--- src/rtl/product_accumulator_pkg.sv ---
// Shared types and default widths for the product accumulator and later MAC stages.
package product_accumulator_pkg;

  typedef enum logic {
    ACCUM  = 1'b0,
    OUTPUT = 1'b1
  } acc_state_t;

  localparam int unsigned DEFAULT_PRODUCT_WIDTH = 32;
  localparam int unsigned DEFAULT_ACC_WIDTH     = 40;
  localparam int unsigned DEFAULT_COUNT_WIDTH   = 8;
  localparam int unsigned DEFAULT_SATURATE      = 1;

endpackage

--- src/rtl/saturating_adder.sv ---
// Combinational unsigned add with carry-out overflow detect; clamps to all-ones or wraps.
module saturating_adder #(
  parameter int unsigned WIDTH    = 40,
  parameter int unsigned SATURATE = 1
) (
  input  logic [WIDTH-1:0] a,
  input  logic [WIDTH-1:0] b,
  output logic [WIDTH-1:0] sum,
  output logic             overflow
);

  logic [WIDTH:0] raw;

  always_comb begin
    raw      = {1'b0, a} + {1'b0, b};
    overflow = raw[WIDTH];
    if (raw[WIDTH] && (SATURATE != 0)) begin
      sum = '1;
    end else begin
      sum = raw[WIDTH-1:0];
    end
  end

endmodule

--- src/rtl/product_accumulator_16_bit.sv ---
// Frame accumulator for the multiplier product stream: sums beats until last,
// then holds sum/count/overflow on a valid/ready output until accepted.
module product_accumulator_16_bit
  import product_accumulator_pkg::*;
#(
  parameter int unsigned PRODUCT_WIDTH = DEFAULT_PRODUCT_WIDTH,
  parameter int unsigned ACC_WIDTH     = DEFAULT_ACC_WIDTH,
  parameter int unsigned COUNT_WIDTH   = DEFAULT_COUNT_WIDTH,
  parameter int unsigned SATURATE      = DEFAULT_SATURATE
) (
  input  logic                     Clock_In,
  input  logic                     Reset_N_In,
  input  logic                     Clear_In,
  input  logic [PRODUCT_WIDTH-1:0] Product_In,
  input  logic                     Product_Valid_In,
  input  logic                     Product_Last_In,
  output logic                     Product_Ready_Out,
  output logic [ACC_WIDTH-1:0]     Sum_Out,
  output logic [COUNT_WIDTH-1:0]   Count_Out,
  output logic                     Overflow_Out,
  output logic                     Sum_Valid_Out,
  input  logic                     Sum_Ready_In
);

  if (ACC_WIDTH < PRODUCT_WIDTH) begin : g_width_check
    $error("ACC_WIDTH must be >= PRODUCT_WIDTH");
  end

  acc_state_t             state;
  logic [ACC_WIDTH-1:0]   acc;
  logic [COUNT_WIDTH-1:0] count;
  logic                   ovf;

  logic [ACC_WIDTH-1:0]   product_ext;
  logic [ACC_WIDTH-1:0]   acc_next;
  logic                   add_ovf;
  logic [COUNT_WIDTH-1:0] count_next;
  logic                   ovf_next;
  logic                   accept;

  always_comb begin
    product_ext                     = '0;
    product_ext[PRODUCT_WIDTH-1:0]  = Product_In;
  end

  saturating_adder #(
    .WIDTH    (ACC_WIDTH),
    .SATURATE (SATURATE)
  ) u_adder (
    .a        (acc),
    .b        (product_ext),
    .sum      (acc_next),
    .overflow (add_ovf)
  );

  assign count_next        = (count == '1) ? count : count + COUNT_WIDTH'(1);
  assign ovf_next          = ovf | add_ovf;
  assign Product_Ready_Out = (state == ACCUM);
  assign accept            = Product_Valid_In && Product_Ready_Out;

  always_ff @(posedge Clock_In or negedge Reset_N_In) begin
    if (!Reset_N_In) begin
      state         <= ACCUM;
      acc           <= '0;
      count         <= '0;
      ovf           <= 1'b0;
      Sum_Out       <= '0;
      Count_Out     <= '0;
      Overflow_Out  <= 1'b0;
      Sum_Valid_Out <= 1'b0;
    end else if (Clear_In) begin
      state         <= ACCUM;
      acc           <= '0;
      count         <= '0;
      ovf           <= 1'b0;
      Sum_Out       <= '0;
      Count_Out     <= '0;
      Overflow_Out  <= 1'b0;
      Sum_Valid_Out <= 1'b0;
    end else begin
      case (state)
        ACCUM: begin
          if (accept) begin
            if (Product_Last_In) begin
              // Last beat bypasses the running registers straight into the result.
              Sum_Out       <= acc_next;
              Count_Out     <= count_next;
              Overflow_Out  <= ovf_next;
              Sum_Valid_Out <= 1'b1;
              acc           <= '0;
              count         <= '0;
              ovf           <= 1'b0;
              state         <= OUTPUT;
            end else begin
              acc   <= acc_next;
              count <= count_next;
              ovf   <= ovf_next;
            end
          end
        end
        OUTPUT: begin
          if (Sum_Ready_In) begin
            Sum_Valid_Out <= 1'b0;
            state         <= ACCUM;
          end
        end
        default: state <= ACCUM;
      endcase
    end
  end

endmodule

--- config.mk ---
export PLATFORM = sky130hd
export DESIGN_NAME = product_accumulator_16_bit
export DESIGN_NICKNAME = d
export VERILOG_FILES = /design/src/rtl/product_accumulator_pkg.sv /design/src/rtl/saturating_adder.sv /design/src/rtl/product_accumulator_16_bit.sv
export SDC_FILE = /design/constraint.sdc
export NUM_CORES = 1
export LEC_CHECK = 0
export CORE_AREA = 4 4 115 117
export DETAILED_ROUTE_END_ITERATION = 8
export DIE_AREA = 0 0 119 121
export PLACE_DENSITY = 0.87
export SETUP_SLACK_MARGIN = 0.1
export SLEW_MARGIN = 10
export SYNTH_ARGS = -nofsm -noshare
export SYNTH_HDL_FRONTEND = slang
export SYNTH_SLANG_ARGS = --single-unit
--- constraint.sdc ---
create_clock -name Clock_In -period 2.5 [get_ports Clock_In]
set_input_delay 0.375 -clock Clock_In [delete_from_list [all_inputs] [get_ports Clock_In]]
set_output_delay 0.375 -clock Clock_In [all_outputs]
set_load 0.02 [all_outputs]
==> summary by stage, run 1 <==
Run status
The run finished, with violations left. The checks that failed: setup timing.

Setup path
The largest fanout of any net on the critical path is 4. The kind of start point of the critical path is a flop. The buffers plus inverters on the worst setup path is 0. STA classifies the critical path endpoint as a flop. For this run, the slowest stage of the critical path takes 490 ps. Data on the critical path is required at its endpoint by 2810 ps.

On the critical path, the stage with the largest delay is an instance of or4_4. The critical path is of the reg -> reg type. The cell family contributing the most delay on the critical path is simple AND/OR/NAND/NOR gates. Data arrives at the worst endpoint at 3250 ps. The signal on the critical path passes through ha_4 > and3_4 > nand3_2 > or4_4 > a311o_1 > a211oi_4 > o211ai_1 > or3_1 > nand3_1.

Floorplan
The die covers 14400 um^2. The number of I/O pins is 89. The horizontal extent of the die is 119 um.

For this configuration, the core starts out at a cell density of 48.7%. The core region is 12400 um^2. The floorplan has 41 rows.

The floorplan step set the die height to 121 um.

Synth
The count of synthesis-stage warnings from yosys is 0. Summed over its instances, the top area cell type makes up 41.6% of the synthesized netlist area. The number of synthesized register bits is 100. The cell area that synthesis handed to floorplanning was 6020 um^2.

The count of different cell masters after synthesis is 63. The dominant cell type by area after synthesis is dfrtp_1. When the netlist entered floorplanning its net count stood at 729. Summing the sequential cell areas from Yosys gives 41.6% of the chip area.

After synthesis, the share of flip-flops with an asynchronous set or reset is 100%. The synthesized design contains 0 enable-type register cells. Ranked by total cell area, the synthesized netlist is headed by dfrtp_1 42%, a22o_1 8.1%, ha_1 6.9%. For this run, the leading register cell type out of synthesis is dfrtp_1. The number of instances in the synthesized netlist is 657. The synthesized area per cell is 9.16 um^2.

Drt
After detailed routing, the total wire length is 21500 um. The post-detailed-route wirelength per cell is 20.6 um. The first detailed-routing pass took 7 iterations. The remaining antenna violation count after routing is 0. The via count normalized by instance count is 6.29. The final routed DRC violation total is 0.

The first routing iteration left 603 violations. The detailed router placed 6550 vias in this run.

Timing
The worst path in the final design needs a cycle of 2940 ps, including I/O delays and setup. The top achievable clock speed is 0.340 GHz. Setup repair after global routing could not meet its margin everywhere.

After layout, the worst setup slack is -444 ps. For the pin with the worst max-slew slack, the measured transition is 627 ps. In this run the tightest slew margin relative to its limit is 58.2%. The final number of setup-violating endpoints is 82. The share of the clock period used by the worst path after layout is 118%. For the final database, setup skew stands at 14.3 ps. The number of hold-slack violations in the final timing report is 0. The count of final max-slew check failures came to 0.

CTS
In this run the clock root is driven by a clkbuf_16. The number of clock buffers inserted by TritonCTS is 9. The longest clock path from root to sink contains 2 buffers.

The number of sinks driven by the clock tree is 100. TritonCTS built the clock tree. For the worst-skew pair, the clock arrives at the later sink with an insertion delay of 370 ps.

The clock transition at the registers of the reported paths is 70 ps. The H-tree was split into 3 levels.

Finish
The area overhead of the layout relative to synthesis is 51.0%. The diode insertion count for antenna repair is 0. The top cell types in the final layout, fill and taps aside, are 131 x buf_4, 99 x dfrtp_1, 72 x clkdlybuf4s50_1. Leaving out fill and tap cells, the most frequent cell in the layout is buf_4. In the final layout, the share of cells above drive strength 1 is 29.9%. Leaving out filler cells and counting taps, the final layout contains 1042. At the end of the flow, the number of nets in the layout was 938.

Run
The number of max-capacitance violations reported is 0.

Global routing
The total track usage is 29.3%. The number of antenna violations at the first check in global routing is 0. The first-pass GRT wire length is 34000 um. The via count of the first global-routing pass is 6862. Global routing finished with a remaining overflow of 0. Entering global routing, the biggest net connects 64 pins.

Place
Routability-driven placement finished with a final weighted congestion of 0.970. The number of port buffers is 88. Counting tap cells, the placed design contains a total of 1002 instances. The HPWL after detailed placement is 14000 um. Prior to clock tree synthesis, the placed netlist has a worst setup slack of -917 ps.

Pwr
The areal power density over the cells is 484 nW/um^2. The worst-case IR drop observed on VDD is 399 uV. The leakage power summed over all cells is 0.00422 uW.

Hold path
The classification of the worst-slack hold path is reg -> reg.
## registers in the layout (all words and copies together) (netlist names)
name,cells
Count_Out,8
Overflow_Out,1
Sum_Out,40
Sum_Valid_Out,1
acc,40
count,8
ovf,1
state,1
## layer usage
metal  wire, um  track usage, %  part of all wire (%)  up-vias
met3       1640            6.95                   7.7      102
met4        933            15.2                   4.3        0
met5          0               0                     0        -
met2      10700            50.5                    50      391
li1           -               -                     -     2878
met1       8190            34.1                    38     3179
## layout make-up
cell class / instances / area, um^2
Clock inverter: 6 / 50.0
Multi-Input combinational cell: 508 / 3970
Fill cell: 797 / 3280
Clock buffer: 9 / 225
Sequential cell: 100 / 2500
Timing Repair Buffer: 237 / 2090
Tap cell: 172 / 215
Inverter: 10 / 37.5
## cell usage after synthesis, types with 3 or more instances
library cell and n:
dfrtp_1 100, nand2_1 83, a22o_1 56, a21oi_1 45, o21ai_0 42, clkbuf_1 36
nor2_1 36, ha_1 33, a21o_1 20, nand3_1 20, o21ai_1 15, xnor2_1 14
xor2_1 13, inv_1 10, a31oi_1 9, nor3_1 9, or3_1 8, and2_1 7
and3_1 7, nand4_1 7, o31ai_1 6, o211ai_1 5, a22oi_1 4, and4_1 4
nor2b_1 4, nor4_1 4, o21a_1 4, a211oi_1 3, a32o_1 3, mux2i_1 3
nor3b_1 3, o21bai_1 3
## power breakdown
part / switching, uW / internal, uW
logic: 691 / 606
registers: 54.9 / 1690
clock network: 682 / 682
total: 1430 / 2970
## kinds of logic after synthesis
logic type               count (synthesis)  synth area share [%]
AO/OA/AOI/OAI                          241                  27.6
XOR/XNOR                                27                  3.93
adder cells (fa/ha/maj)                 34                  7.19
buffers and inverters                   49                  3.14
flip-flops                             100                  41.6
multiplexers                             3                 0.499
AND/OR/NAND/NOR                        203                  16.1
## what timing repair did
| action | 4_1_cts | 5_1_grt |
|---|---|---|
| pin swaps | 37 | 22 |
| resized for setup | 110 | 21 |
| setup endpoints to repair | 82 | 82 |
| hold endpoints to repair | 3 | 0 |
| setup buffers | 12 | 11 |
| cloned | 1 | 0 |
| hold buffers | 1 | 0 |
## worst register-to-register path: cells and delay by family, from the launching register on
kind / cells / cell delay (ps)
AO/OA/AOI/OAI: 3 / 940
adder cells (fa/ha/maj): 1 / 300
flip-flops: 1 / 440
AND/OR/NAND/NOR: 5 / 1200
## stage by stage
stage               area [um^2]  util, %  hold WS [ps]  power, uW  setup TNS [ps]
floorplan                  6230        -          79.4       2330           -3620
global route               9090     73.5           530       4570          -35170
CTS                        8900     72.0           494       4310          -15600
finish                     9090     73.5           494       4400          -29770
global placement           8080     65.3           379       2820          -56390
detailed placement         8080     65.3           385       2860          -58780
## path summary, 6_finish.rpt
| kind | start | to | slack [ps] | depth (start not counted) |
|---|---|---|---|---|
| worst max register to register | acc[9] | Sum_Out[39] | -440 | 9 |
| max in group asynchronous | Reset_N_In | acc[21] | 1250 | 3 |
| worst max-delay path | acc[9] | Sum_Out[39] | -440 | 9 |
| worst min register to register | Sum_Out[27] | Sum_Out[27] | 490 | 2 |
| worst min-delay path | Sum_Out[27] | Sum_Out[27] | 490 | 2 |
| min in group asynchronous | Reset_N_In | Sum_Out[14] | 520 | 2 |
(Power assumes the default switching activity.)
==> run 2, diff against run 1 <==
Settings changed: MAX_ROUTING_LAYER set to met4.
==> run 2 against run 1 <==
Effect of this change:
- the run still ends with setup timing left
- critical path depth up 1
- fmax down 3.7%
- highest routed layer unchanged
- flip-flop and latch count unchanged
- die area unchanged
- register-to-register slack worse by 110 ps
- non-clock buffer count up 25
- clock skew down 4.0 ps
- utilization up 4.1 points
- first-iteration DRC count down 5.5%
- cell count up 2.6%
- wire length up 7.5%
==> summary by stage, run 2 (same netlist as run 1, synthesis figures left out) <==
Run status
The flow ran to the end, but the final reports show violations. The final reports fail on setup timing.

CTS
The number of clock buffers inserted by TritonCTS was 9 (unchanged). The maximum clock insertion buffer count came to 2 (unchanged). CTS placed an instance of clkbuf_16 at the clock tree root.

The number of sinks driven by the clock tree is 100 (unchanged). The level count of the clock H-tree is 3 (unchanged). The clock transition at the registers of the reported paths is 70 ps (about the same).

TritonCTS built the clock tree. The clock latency on the worst-skew pair is 370 ps (about the same).

Setup path
The kind of cell with the highest combined delay on the critical path is simple AND/OR/NAND/NOR gates. The cell with the biggest individual delay on the critical path is or4_4. The critical path is of the reg -> reg type. The kind of start point of the critical path is a flop.

The category of the worst setup path capture point is a flop. Walking the worst path, the cells encountered are ha_4 > and3_4 > nand3_2 > or4_4 > a311o_1 > a211oi_4 > buf_6 > o211ai_1 > or3_1 > nand3_1. The buffers plus inverters on the worst setup path is 1 (+1). The largest incremental delay on the critical path was 550 ps (+60 ps). The depth of the most critical reg-to-reg path is 10 (+1).

The total stage count of the critical path was 10 (+1). The critical path arrival is 3370 ps (+120 ps). The largest fanout of any net on the critical path is 4 (unchanged).

The required time of the critical path is 2810 ps (about the same).

Global routing
The via count of the first global-routing pass came to 6891 (+0.42%). The total global routing overflow is 0 (unchanged). The largest net degree at the start of global routing is 43 (-33%). The first-pass GRT wire length is 34800 um (+2.4%). The total track usage came to 31.3% (+2.0 points). The number of antenna violations at the first check in global routing came to 0 (unchanged).

Timing
The share of the clock period used by the worst path after layout is 122% (+4.5 points). The time the worst path needs with I/O delays and setup was 3060 ps (+114 ps). The final clock skew was 10.3 ps (-4.04 ps). The setup slack after layout is -557 ps (-114 ps).

The final number of setup-violating endpoints is 82 (unchanged). The worst-case headroom to the max-slew limit is 43.3% (-15 points). The number of hold-slack violations in the final timing report is 0 (unchanged). The transition time at the pin with the least slew margin is 845 ps (+219 ps). The count of final max-slew check failures came to 0 (unchanged). Setup repair after global routing could not meet its margin everywhere. The top achievable clock speed was 0.327 GHz (-3.7%). The setup TNS after final layout was -30500 ps (-721 ps).

Pwr
The leakage power summed over all cells was 0.00445 uW (+5.2%). The areal power density over the cells is 485 nW/um^2 (+0.16%). The total power was 4660 uW (+5.8%). The maximum resistive drop on vdd was 522 uV (+31%).

Drt
The via count normalized by instance count is 6.23 (-0.92%). The iteration-0 DRC count of the detailed router is 570 (-5.5%). The final routed DRC violation total is 0 (unchanged). The number of detailed-routing iterations run before antenna repair came to 7 (unchanged). The via total after detailed routing is 6658 (+1.6%).

The post-detailed-routing wire length is 23100 um (+7.5%). The remaining antenna violation count after routing is 0 (unchanged). The post-detailed-route wirelength per cell is 21.6 um (+4.8%).

Floorplan
The placeable core region came to 12400 um^2 (unchanged). The horizontal extent of the die was 119 um (unchanged). The number of I/O pins was 89 (unchanged). The vertical die dimension is 121 um (unchanged). The die outline area was 14400 um^2 (unchanged). The initial cell density of the core was 48.7% (unchanged). The row count came to 41 (unchanged).

Finish
The library cell used most frequently in the layout, excluding fill and tap cells, is buf_4. The area taken by multi-input logic gates is 4190 um^2 (+5.6%). The largest registers in the layout are Sum_Out: 40 flops, acc: 40 flops. The number of fill cells in the layout was 727 (-8.8%). The diode insertion count for antenna repair came to 0 (unchanged). The area overhead of the layout relative to synthesis is 59.5%.

The post-layout net count came to 964 (+2.8%). The flip-flop and latch area is 2500 um^2 (about the same). The top cell types in the final layout, fill and taps aside, are 149 x buf_4, 100 x dfrtp_1, 73 x clkdlybuf4s50_1. The share of cells above drive strength 1 is 33.2% (+3.3 points).

Place
The detailed placer's ending HPWL was 14300 um (+2.1%). The number of port buffers came to 88 (unchanged). The final RePlAce weighted congestion is 0.917 (-5.5%).

Run
The number of max-capacitance violations reported is 0 (unchanged).

Hold path
The min-delay analysis places its worst path in the category in -> async.
run 2: cell count changes in the layout (fill, tap and decap cells not counted), moves of 4 or more:
| cell | delta |
|---|---|
| buf_4 | +18 |
| nand2_4 | +15 |
| nand2_2 | -14 |
| buf_6 | +5 |
| o21ai_1 | -4 |
| xnor2_1 | -4 |
run 2: path summary, 6_finish.rpt:
| check | start | endpoint | slack, ps |
|---|---|---|---|
| setup / recovery | acc[9] | Sum_Out[37] | -560 |
| hold / removal | Reset_N_In | Sum_Out[12] | 500 |
| setup reg to reg | acc[9] | Sum_Out[37] | -560 |
| hold reg to reg | Count_Out[4] | Count_Out[4] | 500 |
| max in group asynchronous | Reset_N_In | Count_Out[7] | 1290 |
| min in group Clock_In | Count_Out[4] | Count_Out[4] | 500 |
run 2: cell type report:
class                      instances  area share, %
multi-input combinational        509           43.7
sequential                       100           26.1
timing repair buffer             262           24.5
clock buffer                      10           2.39
tap                              172           2.24
clock inverter                     6          0.743
inverter                          10          0.391
run 2: per-layer routing:
layer	global-route usage, %	routed length [um]	part of all wire, %	vias up
met5	-	0	0	-
met4	12.7	983	4.3	0
met3	6.67	1680	7.3	95
met2	53.4	11700	51	409
met1	36.2	8720	38	3233
li1	-	-	-	2921
run 2: metrics by stage:
step                      setup WS, ps  hold WS, ps  area, um^2  utilization (%)  std cells
after floorplan                   -266         79.4        6230                -        657
after global placement            -834          348        8160             66.0       1010
after detailed placement          -876          357        8160             66.0       1010
after CTS                         -419          504        9320             75.4       1055
after global routing              -611          520        9600             77.6       1069
final                             -557          498        9600             77.6       1069
run 2: report_power, final:
group | switching [uW] | total, uW | internal [uW] | leakage (uW)
combinational | 755 | 1440 | 688 | 0.00293
sequential | 55.7 | 1740 | 1690 | 0.00137
clock | 685 | 1470 | 787 | 0.000145
total | 1500 | 4660 | 3160 | 0.00445
run 2: timing repair:
| item | CTS | global route |
|---|---|---|
| resized for setup | 135 | 29 |
| pin swaps | 54 | 47 |
| hold buffers | 1 | 0 |
| gates cloned | 3 | 0 |
| endpoints found under the hold margin | 34 | 0 |
| endpoints found under the setup margin | 82 | 82 |
| setup buffers | 25 | 14 |
==> run 3, diff against run 2 <==
Settings changed: SKIP_CTS_REPAIR_TIMING set to 1.
==> run 3 against run 2 <==
Effect of this change:
- the run still ends with setup timing left
- highest routed layer unchanged
- utilization fell by 3.5 points
- global-route usage fell by 4.1 points
- sequential share of layout area rose by 1.2 points
- cell count fell by 2.8%
- setup slack got worse by 46 ps
==> summary by stage, run 3 (same netlist as run 1, synthesis figures left out) <==
Run status
The flow ran to the end, but the final reports show violations. The checks that failed: setup timing.

Finish
The share of cells above drive strength 1 is 29.1% (-4.2 points). The post-route core utilization came to 74.2% (-3.5 points). The library cell used most frequently in the layout, excluding fill and tap cells, is buf_4.

The diode insertion count for antenna repair is 0 (unchanged). In the layout the commonest cells are 132 x buf_4, 100 x dfrtp_1, 77 x clkdlybuf4s50_1. The final instance count without filler cells was 1039 (-2.8%). The post-layout net count is 934 (-3.1%).

From synthesis to final layout, the design area changed by 52.3%. The largest registers in the layout are Sum_Out: 40 flops, acc: 40 flops.

Setup path
The category of the worst setup path capture point is a flop. The required time of the critical path is 2760 ps (-50 ps). The origin of the critical flop-to-flop path is acc[9]. The register-to-register setup slack came to -600 ps (-50 ps). The critical path is of the in -> reg type. The critical path arrival is 3360 ps (about the same). The worst register-to-register path ends at acc[37].

The depth of the most critical reg-to-reg path is 10 (unchanged). The worst setup path is launched from an input port. The largest fanout of any net on the critical path is 4 (unchanged).

Floorplan
The die outline area is 14400 um^2 (unchanged). The initial cell density of the core is 48.7% (unchanged). The number of I/O pins is 89 (unchanged). The placeable core region was 12400 um^2 (unchanged).

The row count is 41 (unchanged). The horizontal extent of the die is 119 um (unchanged). The vertical die dimension was 121 um (unchanged).

CTS
The clock latency on the worst-skew pair is 370 ps (about the same). The number of clock buffers inserted by TritonCTS is 9 (unchanged). The number of sinks driven by the clock tree was 100 (unchanged).

TritonCTS built the clock tree. The level count of the clock H-tree is 3 (unchanged). The maximum clock insertion buffer count is 2 (unchanged).

The root buffer selected by CTS is clkbuf_16. The clock transition at the registers of the reported paths is 70 ps (about the same).

Global routing
The total track usage is 27.2% (-4.1 points). The number of antenna violations at the first check in global routing is 0 (unchanged). The largest net degree at the start of global routing is 43 (unchanged). The via count of the first global-routing pass came to 6268 (-9.0%).

The first-pass GRT wire length is 30600 um (-12%). The total global routing overflow came to 0 (unchanged).

Place
The number of port buffers is 88 (unchanged). The detailed placer's ending HPWL is 14300 um (unchanged). The final RePlAce weighted congestion is 0.917 (unchanged). The number of cells after detailed placement was 1010 (unchanged). The worst slack at placement is -876 ps (unchanged).

Drt
The final routed DRC violation total came to 0 (unchanged). The remaining antenna violation count after routing is 0 (unchanged). The iteration-0 DRC count of the detailed router came to 460 (-19%).

The post-detailed-route wirelength per cell came to 19.8 um (-8.3%). The number of detailed-routing iterations run before antenna repair is 7 (unchanged). The via count normalized by instance count is 6.10 (-2.1%). The post-detailed-routing wire length was 20600 um (-11%). The via total after detailed routing is 6338 (-4.8%).

Timing
Setup repair after global routing could not meet its margin everywhere. The time the worst path needs with I/O delays and setup is 3100 ps (+46.2 ps). The count of final max-slew check failures is 0 (unchanged).

The final clock skew came to 8.81 ps (-1.45 ps). The setup TNS after final layout was -26040 ps (+4460 ps). The number of hold-slack violations in the final timing report was 0 (unchanged). The worst-case headroom to the max-slew limit is 47.6% (+4.3 points). The final number of setup-violating endpoints is 82 (unchanged).

The setup slack after layout came to -603 ps (-46.2 ps). The share of the clock period used by the worst path after layout is 124% (+1.8 points). The top achievable clock speed came to 0.322 GHz (-1.5%). The transition time at the pin with the least slew margin is 781 ps (-64.4 ps).

Pwr
The leakage power summed over all cells came to 0.00430 uW (-3.3%). The areal power density over the cells came to 492 nW/um^2 (+1.3%). The maximum resistive drop on vdd is 511 uV (-2.2%). The total power is 4510 uW (-3.2%).

Run
The number of max-capacitance violations reported is 0 (unchanged).

Hold path
The worst hold path begins at Product_In[0]. The worst hold path terminates at Sum_Out[0]. The classification of the worst-slack hold path is in -> reg. The worst hold path passes through 4 cells.
## run 3: changes by cell type in the layout (fill, tap and decap cells not counted), sizes merged
cell           change
clkbuf             +2
clkdlybuf4s50      +4
dlymetal6s2s       +7
buf               -32
dlygate4sd2       -11
## run 3: worst max-delay path by stage
stage / startpoint / endpoint / slack (ps)
6_report: Product_In[7] / acc[37] / -600
5_1_grt: Product_In[7] / acc[37] / -660
4_1_cts: Product_In[1] / acc[37] / -490
3_5_place_dp: Product_In[1] / acc[37] / -880
3_3_place_gp: Product_In[1] / acc[37] / -830
2_1_floorplan: acc[1] / acc[37] / -270
## run 3: power breakdown
group	internal, uW	total, uW	switching, uW
Sequential	1690	1740	53.0
Clock	787	1460	669
Combinational	628	1310	686
## run 3: through the flow
step                      area [um^2]  hold slack, ps
after floorplan                  6230            79.4
after global placement           8160             348
after detailed placement         8160             357
after CTS                        8460           -27.8
after global routing             9170             517
final                            9170             489
## run 3: final cells by class
class	instances	area, um^2
Clock buffer	10	229
Inverter	10	37.5
Tap cell	172	215
Clock inverter	6	71.3
Fill cell	837	3190
Timing Repair Buffer	232	2090
Multi-Input combinational cell	509	4020
Sequential cell	100	2500
## run 3: worst max-delay path: stages
cell             delay (ps)
clkdlybuf4s50_1         410
ha_1                    310
and3_4                  190
nand3_2                  70
or4_4                   560
a311o_1                 440
a211oi_4                320
buf_6                   150
o211ai_1                160
a21o_1                  210
a22o_1                  170
## run 3: routing by layer
metal	track usage (%)	vias to the layer above	wire, um
met5	-	-	0
met4	9.20	0	512
met3	5.50	52	1250
met2	46.0	272	10400
met1	32.8	3144	8450
li1	-	2870	-
